<file path="src/rtl/mem_issue_sched_pkg.sv">
// mem_issue_sched_pkg: shared widths and the memory micro-op bundle
package mem_issue_sched_pkg;
    localparam int PR_ADDR_W = 6;
    localparam int MEM_OP_STORE_BIT = 0;
    localparam int ROB_TAG_W = 5;
    typedef struct packed {
        logic [3:0]           opcode;
        logic [ROB_TAG_W-1:0] rob_entry;
        logic [15:0]          base_val;
        logic [7:0]           offset;
        logic [PR_ADDR_W-1:0] dest_reg;
        logic [7:0]           data;
        logic [3:0]           imm;
        logic [3:0]           dest_arch_regs;
    } mem_uop_t;
endpackage

</file>
<file path="src/rtl/mem_sched_fifo.sv">
// mem_sched_fifo: circular buffer of mem_uop_t with flush; caller guarantees push only when not full, pop only when not empty
module mem_sched_fifo
    import mem_issue_sched_pkg::*;
#(
    parameter int DEPTH = 8,
    parameter int CNT_W = $clog2(DEPTH) + 1
) (
    input  logic             clk,
    input  logic             rst,
    input  logic             flush,
    input  logic             push,
    input  logic             pop,
    input  mem_uop_t         wdata,
    output mem_uop_t         rdata,
    output logic [CNT_W-1:0] count
);
    localparam int PTR_W = $clog2(DEPTH);
    mem_uop_t mem [DEPTH];
    logic [PTR_W-1:0] wp, rp;
    assign rdata = mem[rp];
    always_ff @(posedge clk)
        if (push) mem[wp] <= wdata;
    always_ff @(posedge clk) begin
        if (rst || flush) begin
            wp    <= '0;
            rp    <= '0;
            count <= '0;
        end else begin
            if (push) wp <= wp + 1'b1;
            if (pop) rp <= rp + 1'b1;
            count <= count + CNT_W'(push) - CNT_W'(pop);
        end
    end
endmodule

</file>
<file path="src/rtl/mem_issue_sched.sv">
// mem_issue_sched: in-order memory op issue, stores held until ROB head; MEM_SCHED_BYPASS_EN adds empty-queue bypass
module mem_issue_sched
    import mem_issue_sched_pkg::*;
#(
    parameter int DEPTH = 8,
    parameter int CNT_W = $clog2(DEPTH) + 1
) (
    input  logic                 clk,
    input  logic                 rst,
    input  logic [3:0]           in_opcode,
    input  logic [ROB_TAG_W-1:0] in_ROB_entry,
    input  logic [15:0]          in_base_val,
    input  logic [7:0]           in_offset,
    input  logic [PR_ADDR_W-1:0] in_dest_reg,
    input  logic [7:0]           in_data,
    input  logic [3:0]           in_imm,
    input  logic [3:0]           in_dest_arch_regs,
    input  logic                 in_valid,
    output logic                 in_ready,
    input  logic [ROB_TAG_W-1:0] rob_head,
    input  logic                 flush,
    output logic [3:0]           out_opcode,
    output logic [ROB_TAG_W-1:0] out_ROB_entry,
    output logic [15:0]          out_base_val,
    output logic [7:0]           out_offset,
    output logic [PR_ADDR_W-1:0] out_dest_reg,
    output logic [7:0]           out_data,
    output logic [3:0]           out_imm,
    output logic [3:0]           out_dest_arch_regs,
    output logic                 out_valid,
    input  logic                 out_ready,
    output logic [CNT_W-1:0]     count,
    output logic                 store_blocked
);
    mem_uop_t in_uop, head, sel;
    logic nonempty, head_ok, byp, push, pop;
    assign in_uop = '{in_opcode, in_ROB_entry, in_base_val, in_offset, in_dest_reg, in_data, in_imm, in_dest_arch_regs};
    assign nonempty = count != '0;
    assign in_ready = count != CNT_W'(DEPTH);
    assign head_ok = nonempty && (!head.opcode[MEM_OP_STORE_BIT] || head.rob_entry == rob_head);
    assign store_blocked = nonempty && head.opcode[MEM_OP_STORE_BIT] && head.rob_entry != rob_head;
`ifdef MEM_SCHED_BYPASS_EN
    assign byp = !nonempty && in_valid && out_ready && !flush &&
                 (!in_opcode[MEM_OP_STORE_BIT] || in_ROB_entry == rob_head);
`else
    assign byp = 1'b0;
`endif
    assign sel = byp ? in_uop : head;
    assign out_valid = (head_ok || byp) && !flush;
    assign push = in_valid && in_ready && !flush && !byp;
    assign pop = head_ok && out_ready && !flush;
    assign {out_opcode, out_ROB_entry, out_base_val, out_offset, out_dest_reg, out_data, out_imm, out_dest_arch_regs} = sel;
    mem_sched_fifo #(.DEPTH(DEPTH), .CNT_W(CNT_W)) u_fifo (
        .clk(clk), .rst(rst), .flush(flush), .push(push), .pop(pop),
        .wdata(in_uop), .rdata(head), .count(count)
    );
endmodule

</file>
<file path="config.mk">
export PLATFORM = sky130hd
export DESIGN_NAME = mem_issue_sched
export DESIGN_NICKNAME = d
export VERILOG_FILES = /design/src/rtl/mem_issue_sched_pkg.sv /design/src/rtl/mem_sched_fifo.sv /design/src/rtl/mem_issue_sched.sv
export SDC_FILE = /design/constraint.sdc
export NUM_CORES = 1
export LEC_CHECK = 0
export CORE_ASPECT_RATIO = 0.9
export CORE_MARGIN = 2
export CORE_UTILIZATION = 30
export DETAILED_ROUTE_END_ITERATION = 16
export GPL_ROUTABILITY_DRIVEN = 0
export PLACE_DENSITY_LB_ADDON = 0.3
export SYNTH_ARGS = -nofsm -noshare
export SYNTH_HDL_FRONTEND = slang
export SYNTH_HIERARCHICAL = 1
export SYNTH_SLANG_ARGS = --single-unit
export TNS_END_PERCENT = 100
</file>
<file path="constraint.sdc">
create_clock -name clk -period 7.5 [get_ports clk]
set_input_delay 0.75 -clock clk [delete_from_list [all_inputs] [get_ports clk]]
set_output_delay 0.75 -clock clk [all_outputs]
set_load 0.05 [all_outputs]
</file>
==> impl_metrics.py <==
metrics = {
    "global_routing": {
        "grt_usage_pct": 12.1,
        "grt_pass1_vias": 8068,
        "grt.overflow.total": 0,
        "grt_pass1_wl_um": 53300,
        "grt_antenna_before_repair": 2,
        "grt_max_degree": 58,
    },
    "placement": {
        "placed_area_mm2": 0.0194,
        "port-buffer-count": 126,
        "place_hpwl_um": 18100,
    },
    "routing": {
        "wl_per_cell_um": 21.3,
        "remaining_drc_errors": 0,
        "vias_per_cell": 4.58,
        "dr.pass1.iters": 4,
        "detail-route-antenna-nets": 0,
        "totalWireLength_um": 35800,
        "num_vias": 7687,
        "drt_iter0_drc": 500,
    },
    "clocking": {
        "hold_buffers": 0,
        "cts_buffer_depth": 3,
        "clock-sinks": 453,
        "clk_pin_slew_ns": 0.06,
        "clockRootBuffer": "clkbuf_16",
        "post_cts_resize_count": 0,
        "clk-insertion-delay-late_ns": 0.58,
        "tritoncts": "yes",
        "cts_buffers": 49,
        "htreeDepth": 2,
        "cts_setup_buffers": 0,
    },
    "worst_hold_path": {
        "holdCritPathClass": "reg2reg",
        "hold_start": "u_fifo/wp[0]",
        "holdPathStages": 2,
        "min_to": "u_fifo/wp[0]",
    },
    "synth": {
        "synthDistinctLibCells": 28,
        "ys_seq_area_share_pct": 78.3,
        "syn_area_mm2": 0.0172,
        "yosysWarnings": 6,
        "synth.net_count": 789,
        "synthArstFlopShare_pct": 0,
        "netlist_instances": 717,
        "postSynthAreaPerCell_um2": 24.0,
        "synth-seq-cells": 453,
        "synth-edff-count": 440,
        "synth_flop_cell": "edfxtp_1",
    },
    "power": {
        "power_frac_comb_pct": 4.0,
        "power_w": 0.00527,
        "clockPowerShare_pct": 42.8,
        "cellInternalPower_w": 0.00419,
        "p_leak_nw": 6.29,
        "vdd.ir_drop.worst_uv": 128,
        "p_sw_share_pct": 20.6,
        "power_switching_w": 0.00108,
        "power_per_cell_area_mw_per_mm2": 252,
        "pwr-share-seq_pct": 53.1,
    },
    "layout": {
        "final_cell_area_mm2": 0.0209,
        "fin_nets": 947,
        "fin_util_pct": 36.7,
        "regArea_mm2": 0.0135,
        "area_growth_pct": 21.4,
        "multiInputGateArea_mm2": 0.00357,
        "fillers": 5281,
        "drive_gt1_share_pct": 28.2,
    },
    "timing": {
        "fin_crit_sh_pct": 65.6,
        "slew_headroom_pct": 19.9,
        "setup_viol": 0,
        "finalHoldViolations": 0,
        "rsz0062_at_grt": "false",
        "setup_tns_ns": 0,
        "worst_pin_slew_ns": 1.20,
        "drv_slew": 0,
        "min_period_ns": 4.92,
        "fin_skew_ns": 0.0214,
        "max_freq_mhz": 203,
    },
    "outcome": {
        "outcome": "complete, no violations",
    },
    "floorplanning": {
        "die_x_um": 256,
        "num_rows": 83,
        "initial_core_util_pct": 30.2,
        "die_h_um": 231,
        "io_pins": 127,
        "core_mm2": 0.0569,
        "die_area_mm2": 0.0593,
    },
    "worst_setup_path": {
        "cp_data_required_time_ns": 6.75,
        "worstReg2RegEnd": "u_fifo/count[2]",
        "path_max_fanout": 57,
        "crit_path_end_kind": "output pin",
        "cp-start-kind": "register",
        "path_class": "reg2out",
        "arrival_ns": 4.17,
        "rrSetupSlack_ns": 3.32,
        "rr_worst_depth": 12,
    },
    "flow_run": {
        "maxCapViolCount": 0,
    },
}
==> layout make-up <==
type,count,share of cell area [%]
sequential,453,64.5
clock buffer,62,6.10
inverter,7,0.126
timing repair buffer,138,6.47
antenna,1,0.0120
tap,765,4.58
multi-input combinational,226,17.1
clock inverter,28,1.08
==> registers in the layout, summed over array words and instances (netlist names), named ones only <==
name          count
u_fifo/wp         3
u_fifo/count      4
u_fifo/mem      440
u_fifo/rp         3
==> per-stage QoR <==
stage | std cells | setup WS, ns | hold slack, ns
3_5_place_dp | 1589 | 3.11 | 0.485
6_report | 1680 | 2.58 | 0.505
5_1_grt | 1679 | 2.40 | 0.568
3_3_place_gp | 1589 | 3.08 | 0.476
2_1_floorplan | 717 | 1.54 | 0.462
4_1_cts | 1679 | 2.47 | 0.501
==> kinds of logic (layout without fill, tap and decap cells) <==
group                      after synthesis  count (layout)  synth area share (%)
and+or+nand+nor                         37              37                 0.989
buffers and inverters                   38             235                  1.30
AOI/OAI and AO/OA                        5               5                 0.254
xor gates and xnor gates                10              10                 0.509
adders and majority gates                7               7                 0.553
other                                    0               1                     0
DFF                                    453             453                  78.3
muxes                                  167             167                  18.1
==> cells in the mapped netlist (5+ instances only) <==
cell      instances  area (µm²)
edfxtp_1        440       13200
mux4_2          110        2480
mux2_2           55         619
nor2_1           17        63.8
dfxtp_1          13         260
buf_6            10         113
buf_1             9        33.8
clkbuf_1          9        33.8
inv_1             7        26.3
ha_1              6        75.1
nand2_1           6        22.5
xnor2_1           5        43.8
xor2_1            5        43.8
==> power groups by stage <==
stage / clock, W / combinational [W] / sequential [W]
floorplan: 0 / 0.000104 / 0.00286
global placement: 0 / 0.000214 / 0.00285
detailed placement: 0 / 0.000217 / 0.00285
CTS: 0.00234 / 0.000218 / 0.00280
global route: 0.00244 / 0.000228 / 0.00280
finish: 0.00226 / 0.000213 / 0.00280
==> worst max-delay path by stage <==
stage	to	slack (ns)	depth (start not counted)
floorplan	u_fifo/mem[0][0]	1.54	5
global placement	out_valid	3.08	6
detailed placement	out_valid	3.11	6
CTS	out_valid	2.47	6
global route	out_valid	2.40	6
finish	out_valid	2.58	6
==> routing by layer <==
layer  wire (µm)  vias up  part of all wire, %  GRT usage, %
met5          16        -                0.045             0
met4         660        2                  1.8          3.25
met3        1580       57                  4.4          2.94
met2       16900      141                   47          19.5
met1       16700     4148                   47          16.6
li1            -     3339                    -             -
==> cell usage in the layout, fill, tap and decap left out, drive strengths merged, types with 11 or more instances in the layout <==
cell type        n
buf             12
clkdlybuf4s50  126
nor2            17
clkbuf          62
mux4           110
clkinv          19
mux2            55
dfxtp           13
edfxtp         440
inv             11
==> worst max-delay path, stage by stage (launching register included) <==
cell and delay [ns]:
dfxtp_4 0.87, buf_4 0.80, mux4_2 0.41, mux2_2 0.31, o31ai_4 0.07, and2_2 0.17, clkdlybuf4s50_1 0.79
Power figures use the tool's default switching activity.
